--- config.mk ---
export PLATFORM = sky130hd
export DESIGN_NAME = fmin_reduce
export DESIGN_NICKNAME = d
export VERILOG_FILES = /design/src/rtl/fmin_reduce.sv
export SDC_FILE = /design/constraint.sdc
export NUM_CORES = 1
export LEC_CHECK = 0
export ABC_AREA = 0
export ABC_CLOCK_PERIOD_IN_PS = 3700
export BUFFER_PORTS_ARGS = -buffer_cell sky130_fd_sc_hd__buf_2
export CORE_AREA = 8 8 156 158
export CTS_CLUSTER_SIZE = 24
export DETAILED_ROUTE_END_ITERATION = 16
export DIE_AREA = 0 0 164 166
export PLACE_DENSITY = 0.68
export SYNTH_ARGS = -nofsm -noshare
export SYNTH_HDL_FRONTEND = slang
export SYNTH_SLANG_ARGS = --single-unit
--- constraint.sdc ---
create_clock -name clk -period 3.7 [get_ports clk]
set_clock_uncertainty 0.1 [all_clocks]
set_input_delay 0.74 -clock clk [delete_from_list [all_inputs] [get_ports clk]]
set_output_delay 0.74 -clock clk [all_outputs]
set_load 0.05 [all_outputs]
--- src/rtl/fmin_reduce.sv ---
// Registered IEEE-754 single-precision minimum with streaming group reduction.
// Each accepted beat yields a pair minimum; pair minimums are folded until the group's last beat.
module fmin_reduce #(
    parameter logic [31:0] CANON_NAN = 32'h7FC0_0000
) (
    input  logic        clk,
    input  logic        rst,
    input  logic        Fmin_en,
    input  logic        in_valid,
    output logic        in_ready,
    input  logic [31:0] read_data1,
    input  logic [31:0] read_data2,
    input  logic        first,
    input  logic        last,
    output logic        out_valid,
    input  logic        out_ready,
    output logic [31:0] mindata_out,
    output logic        nan_flag
);

    typedef enum logic {
        IDLE,
        ACCUM
    } state_t;

    function automatic logic is_nan(input logic [31:0] x);
        return (x[30:23] == 8'hFF) && (x[22:0] != '0);
    endfunction

    // Sign-magnitude ordering: one NaN is ignored, two NaNs collapse to the canonical NaN.
    function automatic logic [31:0] fp_min(input logic [31:0] a, input logic [31:0] b);
        logic a_nan;
        logic b_nan;
        a_nan = is_nan(a);
        b_nan = is_nan(b);
        if (a_nan && b_nan)      return CANON_NAN;
        else if (a_nan)          return b;
        else if (b_nan)          return a;
        else if (a == b)         return a;
        else if (a[31] != b[31]) return a[31] ? a : b;
        else if (!a[31])         return (a[30:0] < b[30:0]) ? a : b;
        else                     return (a[30:0] > b[30:0]) ? a : b;
    endfunction

    state_t      state_q;
    logic        s1_valid_q;
    logic [31:0] s1_pmin_q;
    logic        s1_pnan_q;
    logic        s1_first_q;
    logic        s1_last_q;
    logic [31:0] acc_q;
    logic        sticky_q;
    logic        out_valid_q;
    logic [31:0] mindata_q;
    logic        nan_q;

    logic        stall;
    logic        accept;
    logic        group_start;
    logic [31:0] fold_d;
    logic        sticky_d;

    assign stall    = out_valid_q && !out_ready;
    assign in_ready = Fmin_en && !stall;
    assign accept   = in_valid && in_ready;

    // NOTE: every signal written in always_comb gets a value on every path, so no latch is inferred.
    always_comb begin
        group_start = s1_first_q || (state_q == IDLE);
        fold_d      = group_start ? s1_pmin_q : fp_min(acc_q, s1_pmin_q);
        sticky_d    = s1_pnan_q || (!group_start && sticky_q);
    end

    // NOTE: state updates use non-blocking assignments so every register samples pre-edge values.
    always_ff @(posedge clk) begin
        if (rst) begin
            state_q     <= IDLE;
            s1_valid_q  <= 1'b0;
            s1_pmin_q   <= '0;
            s1_pnan_q   <= 1'b0;
            s1_first_q  <= 1'b0;
            s1_last_q   <= 1'b0;
            acc_q       <= '0;
            sticky_q    <= 1'b0;
            out_valid_q <= 1'b0;
            mindata_q   <= '0;
            nan_q       <= 1'b0;
        end else if (!stall) begin
            s1_valid_q <= accept;
            if (accept) begin
                s1_pmin_q  <= fp_min(read_data1, read_data2);
                s1_pnan_q  <= is_nan(read_data1) || is_nan(read_data2);
                s1_first_q <= first;
                s1_last_q  <= last;
            end

            // Not stalled means the output slot is empty or being consumed this edge.
            out_valid_q <= s1_valid_q && s1_last_q;
            if (s1_valid_q) begin
                if (s1_last_q) begin
                    mindata_q <= fold_d;
                    nan_q     <= sticky_d;
                    state_q   <= IDLE;
                end else begin
                    acc_q     <= fold_d;
                    sticky_q  <= sticky_d;
                    state_q   <= ACCUM;
                end
            end
        end
    end

    assign out_valid   = out_valid_q;
    assign mindata_out = mindata_q;
    assign nan_flag    = nan_q;

endmodule

==> results of run 1 <==
cell type report:
cell class	instances	area share, %
Inverter	77	2.932
Sequential cell	104	21.12
Tap cell	285	3.617
Timing Repair Buffer	157	9.417
Clock buffer	14	2.881
Clock inverter	2	0.3554
Multi-Input combinational cell	891	59.68
layout by cell type, fill, tap and decap left out, drive strengths merged, types with 3 or more instances in the layout:
master,count
o211ai,7
a31oi,13
mux2i,37
nor2,97
a222oi,11
a21boi,4
o21ai,72
a22o,12
o21a,18
buf,157
o31ai,6
and4,5
nand2,88
inv,77
a211oi,52
or2,3
nor3,61
o22ai,9
nor4,35
nand3,23
nor2b,4
clkbuf,14
nand4,32
or3,3
o221ai,19
dfxtp,104
a221o,17
a21oi,154
a22oi,14
a31o,6
and3,4
ha,64
nand2b,4
sequential cells by signal, summed over array words and instances (netlist names):
signal       cells
s1_valid_q       1
nan_flag         1
s1_first_q       1
state_q          1
sticky_q         1
out_valid        1
s1_pnan_q        1
mindata_out     32
s1_pmin_q       32
acc_q           32
s1_last_q        1
power by group through the flow:
stage | Sequential (W) | Combinational [W] | Clock [W]
final | 0.00126 | 0.00103 | 0.00103
after global placement | 0.00128 | 0.000982 | 0
after detailed placement | 0.00129 | 0.000999 | 0
after CTS | 0.00126 | 0.00100 | 0.00104
after floorplan | 0.00126 | 0.000691 | 0
after global routing | 0.00127 | 0.00114 | 0.00110
kinds of logic (layout without fill, tap and decap cells):
family	after synthesis	in the layout	share of synthesized area [%]
buffers and inverters	151	250	7.028
multiplexers	37	37	4.343
AND/OR/NAND/NOR	363	364	21.13
AO/OA/AOI/OAI	426	426	33.70
flip-flops	104	104	24.41
adder cells (fa/ha/maj)	64	64	9.390
per-stage QoR:
step                utilization [%]  hold WS [ns]
floorplan                         -        0.3446
global placement              43.08        0.3336
detailed placement            43.08        0.3334
CTS                           44.52        0.3437
global route                  44.63        0.3592
finish                        44.63        0.3394
tightest hold or removal path: stages (launching register included):
cell     delay, ns
dfxtp_1       0.31
nand2_1       0.05
nand2_1       0.04
timing repair:
| action | CTS | global route |
|---|---|---|
| endpoints found under the hold margin | 0 | 0 |
| setup endpoints to repair | 0 | 30 |
| resized for setup | 0 | 3 |
layer usage:
metal / vias to the layer above / GRT usage, % / routed length (µm)
met3: 49 / 3.123 / 2225
met2: 444 / 32.37 / 13110
li1: 4531 / - / -
met5: - / 0 / 0
met4: 0 / 7.473 / 787
met1: 4369 / 28.90 / 12860
worst paths after layout:
kind         slack [ns]                            to                    startpoint  cells past startpoint
max                0.11         acc_q[0]$_SDFFE_PP0P_    s1_pmin_q[21]$_SDFFE_PP0P_                     11
min                0.34  mindata_out[22]$_SDFFE_PP0P_  mindata_out[22]$_SDFFE_PP0P_                      2
max reg2reg        0.11         acc_q[0]$_SDFFE_PP0P_    s1_pmin_q[21]$_SDFFE_PP0P_                     11
min reg2reg        0.34  mindata_out[22]$_SDFFE_PP0P_  mindata_out[22]$_SDFFE_PP0P_                      2
==> metrics.txt, run 1 <==
status complete, no violations; Final Cell Area 9858 µm²; Antenna Nets Post-Route 0; area of the multi-input gates 5883 µm²; Crit Path Class flip-flop to flip-flop; Synth Flop Type dfxtp_1; VDD IR max 170.6 µV; # H-tree levels 3; synth-to-layout area growth 15.60%; Yosys reg bits 104; die area 27220 µm²; RSZ-0062 raised after global routing no; largest cells by area after synthesis dfxtp_1, ha_1, a21oi_1; maxcap violations 0; Cell Count, Final, Fillers Out 1530; Combinational Power Share 30.9%; Static Leak 4.039 nW; I/O Pins 106; clock-pin slew on the worst setup and hold paths 0.07 ns; slew margin rel. 46.18%; port bufs 105; DR pass1 iterations 7; Final Hold Violating Endpoints 0; Worst Hold Class flip-flop to flip-flop; num rows 55; Die Y 166 µm; CP delay by family, top compound AO/OA/AOI/OAI gates; Unique masters post-synth 68; n_diodes 0; pre-CTS WS 0.1501 ns; Sink Count 104; register area share after synthesis 24.41%; CTS Buf Count 9; cell count after synthesis 1145; vias in the first global route 8771; Fill cells 2244; Tmin final 3.591 ns; area of placed instances 9515 µm²; worst-path fanout max 11; RePlAce Congestion 0.9354; Synth Warn # 0; share of synthesized registers carrying an async set or reset 0%; sw power 0.001150 W; Critical Path Source Type flip-flop; 1st-iter DRT viols 957; Max Clk Rate 278.4 MHz; WL/cell 18.95 µm; area fraction of the dominant cell type after synthesis 24.41%; Post-CTS Hold Fix Bufs 0; CP max stage delay 0.62 ns; largest net degree at the start of global routing 45; crit share post-route 97.07%; sequential cell area 2082 µm²; die width 164 µm; Req. time, crit path 3.84 ns; first-pass GRT wire length 47.09 mm; All-Layer GR Usage 20.94%; final total power 0.003319 W; post-detail-place hpwl 21.91 mm; WP data arrival 3.73 ns; Commonest cells post-synth a21oi_1, dfxtp_1, nor2_1; Nets 1375; CTS root buffer clkbuf_16; Int Power 0.002169 W; Final Slew Violations 0; total gr overflow 0; synthesized cell area 8528 µm²; Worst-Margin Slew 0.8037 ns; Seq pwr share 38.1%; antenna violations before repair 0; CTS tree done; DRC Markers 0; clock power share 31.0%; slowest cell on the critical path or3_1; Cell Pwr Density 336.7 nW/µm²; initial core utilization 38.61%; latest clock arrival within the worst-skew pair 0.36 ns; Yosys top cell by area dfxtp_1; crit path capture type flip-flop; Routed Wire Length 28.99 mm; vias per inst 6.139; core area 22090 µm²; setup bufs post-CTS 0; vias 9393; syn_nets 1280; share of cells above drive strength 1 17.27%; Syn Area/Cell 7.448 µm²; most frequent cell after synthesis a21oi_1; Switching Fraction 34.65%; CTS max path bufs 2; slack of the critical path 0.1086 ns; cells along the critical path inv_1 -> ha_1 -> nand4_2 -> nor3_1 -> a22oi_1 -> nand2_2 -> o221ai_4 -> a21boi_1 -> or3_1 -> a22oi_1 -> nor3_1; Post-Place Cells 1513; setup TNS 0 ns; Post-synth EDFFs 0; WP buf/inv 1; Setup violations, final 0
Note: power is estimated with default switching activity, not from simulation.
==> run 2: changes to the inputs <==
Settings changed: ABC_CLOCK_PERIOD_IN_PS 3700 to unset.
Clock period 3.7 ns to 3.6 ns, I/O delays scaled along.
==> run 2 against run 1 <==
Total power up 4.3%. Combinational power up 6%. Sequential power about the same. Via count down 0.51%. Hold slack better by 0.0023 ns.
==> metrics.txt, run 2 (synthesis results as in run 1) <==
clock-pin slew on the worst setup and hold paths 0.07 ns; most frequent cells in the layout a21oi_1, buf_2, dfxtp_1; latest clock arrival within the worst-skew pair 0.36 ns; All-Layer GR Usage 21.46%; Nets 1387; reg2reg path depth 12; Setup violations, final 0; worst-path fanout max 11; crit share post-route 94.03%; CP max stage delay 0.58 ns; WP data arrival 3.50 ns; die width 164 µm; WP buf/inv 2; core area 22090 µm²; CTS max path bufs 2; Final Hold Violating Endpoints 0; Static Leak 4.101 nW; total gr overflow 0; Crit Path Class flip-flop to flip-flop; setup TNS 0 ns; Final Slew Violations 0; maxcap violations 0; num rows 55; VDD IR max 201.0 µV; most common cell after layout, fill and taps aside a21oi_1; WHS Endpoint mindata_out[22]$_SDFFE_PP0P_; cells along the critical path inv_1 -> ha_1 -> a21oi_1 -> o21ai_1 -> a221oi_4 -> nand2_2 -> o22ai_1 -> buf_4 -> mux2i_1 -> nand2_1 -> a222oi_1 -> a211oi_1; I/O Pins 106; RSZ-0062 raised after global routing no; Seq pwr share 37.3%; sw power 0.001185 W; Die Y 166 µm; Cell Pwr Density 348.2 nW/µm²; Worst Hold Depth 2; Worst-Margin Slew 0.8469 ns; # H-tree levels 3; Switching Fraction 34.26%; status complete, no violations; post-detail-place hpwl 22.56 mm; n_diodes 0; Routed Wire Length 29.65 mm; slowest cell on the critical path dfxtp_1; CTS Buf Count 9; WL/cell 19.24 µm; final total power 0.003461 W; CP delay by family, top compound AO/OA/AOI/OAI gates; RR Endpoint acc_q[8]$_SDFFE_PP0P_; synth-to-layout area growth 16.55%; reg2reg setup slack 0.21 ns; clock power share 31.3%; Combinational Power Share 31.4%; largest net degree at the start of global routing 57; RePlAce Congestion 0.9839; antenna violations before repair 0; slew margin rel. 43.29%; Antenna Nets Post-Route 0; initial core utilization 38.61%; Min-Delay Startpoint mindata_out[22]$_SDFFE_PP0P_; Tmin final 3.385 ns; vias in the first global route 8957; CTS root buffer clkbuf_16; die area 27220 µm²; crit path capture type flip-flop; DRC Markers 0; Int Power 0.002275 W; Req. time, crit path 3.71 ns; CTS tree done; port bufs 105; vias 9345; FF-to-FF Start s1_pmin_q[20]$_SDFFE_PP0P_; Worst Hold Class flip-flop to flip-flop; 1st-iter DRT viols 924; vias per inst 6.064; share of cells above drive strength 1 17.91%; Sink Count 104; Critical Path Source Type flip-flop; DR pass1 iterations 5; Max Clk Rate 295.4 MHz; Fill cells 2233; first-pass GRT wire length 47.97 mm
run 2: final cells by class:
type / count / area, µm² / area share, %
Multi-Input combinational cell: 890 / 5864 / 59.00
Sequential cell: 104 / 2082 / 20.95
Timing Repair Buffer: 170 / 1026 / 10.32
Tap cell: 285 / 356.6 / 3.588
Inverter: 77 / 289.0 / 2.908
Clock buffer: 12 / 256.5 / 2.581
Clock inverter: 3 / 65.06 / 0.6546
run 2: worst max-delay path by stage:
stage / from / to / cells past startpoint
6_report: s1_pmin_q[20]$_SDFFE_PP0P_ / acc_q[8]$_SDFFE_PP0P_ / 12
5_1_grt: s1_pmin_q[20]$_SDFFE_PP0P_ / acc_q[19]$_SDFFE_PP0P_ / 12
4_1_cts: s1_pmin_q[26]$_SDFFE_PP0P_ / acc_q[8]$_SDFFE_PP0P_ / 12
3_5_place_dp: read_data2[8] / s1_pmin_q[22]$_SDFFE_PP0P_ / 12
3_3_place_gp: read_data2[20] / s1_pmin_q[22]$_SDFFE_PP0P_ / 11
2_1_floorplan: read_data2[22] / s1_pmin_q[26]$_SDFFE_PP0P_ / 11
run 2: tightest hold or removal path, cell delays in order, from the launching register on:
cell	delay, ns
dfxtp_1	0.31
nand2_1	0.05
nand2_1	0.04
run 2: repair_timing:
item                                    in CTS  in global routing
hold buffers                                 0                  0
setup buffers                                0                  1
resized for setup                            0                  1
endpoints found under the setup margin       0                  5
run 2: through the flow:
stage | instances | setup slack (ns) | utilization (%) | instance area, µm² | hold WS, ns
after floorplan | 1145 | 0.5726 | - | 8528 | 0.3446
after global placement | 1525 | 0.1174 | 43.48 | 9605 | 0.3326
after detailed placement | 1525 | 0.04947 | 43.48 | 9605 | 0.3388
after CTS | 1540 | 0.1924 | 44.94 | 9927 | 0.3492
after global routing | 1541 | 0.02856 | 45.00 | 9940 | 0.3638
final | 1541 | 0.2149 | 45.00 | 9940 | 0.3417
run 2: routing by layer:
metal  up-vias  part of all wire [%]  global-route usage (%)
met4         0                   2.9                   8.699
met5         -                     0                       0
li1       4558                     -                       -
met1      4353                    45                   28.80
met2       390                    46                   34.02
met3        44                   6.4                   2.752
run 2: power by group through the flow:
stage | Sequential [W] | Clock [W] | Combinational [W]
floorplan | 0.00130 | 0 | 0.000710
CTS | 0.00129 | 0.00110 | 0.00107
global placement | 0.00131 | 0 | 0.00105
detailed placement | 0.00131 | 0 | 0.00106
global route | 0.00130 | 0.00115 | 0.00119
finish | 0.00129 | 0.00108 | 0.00109
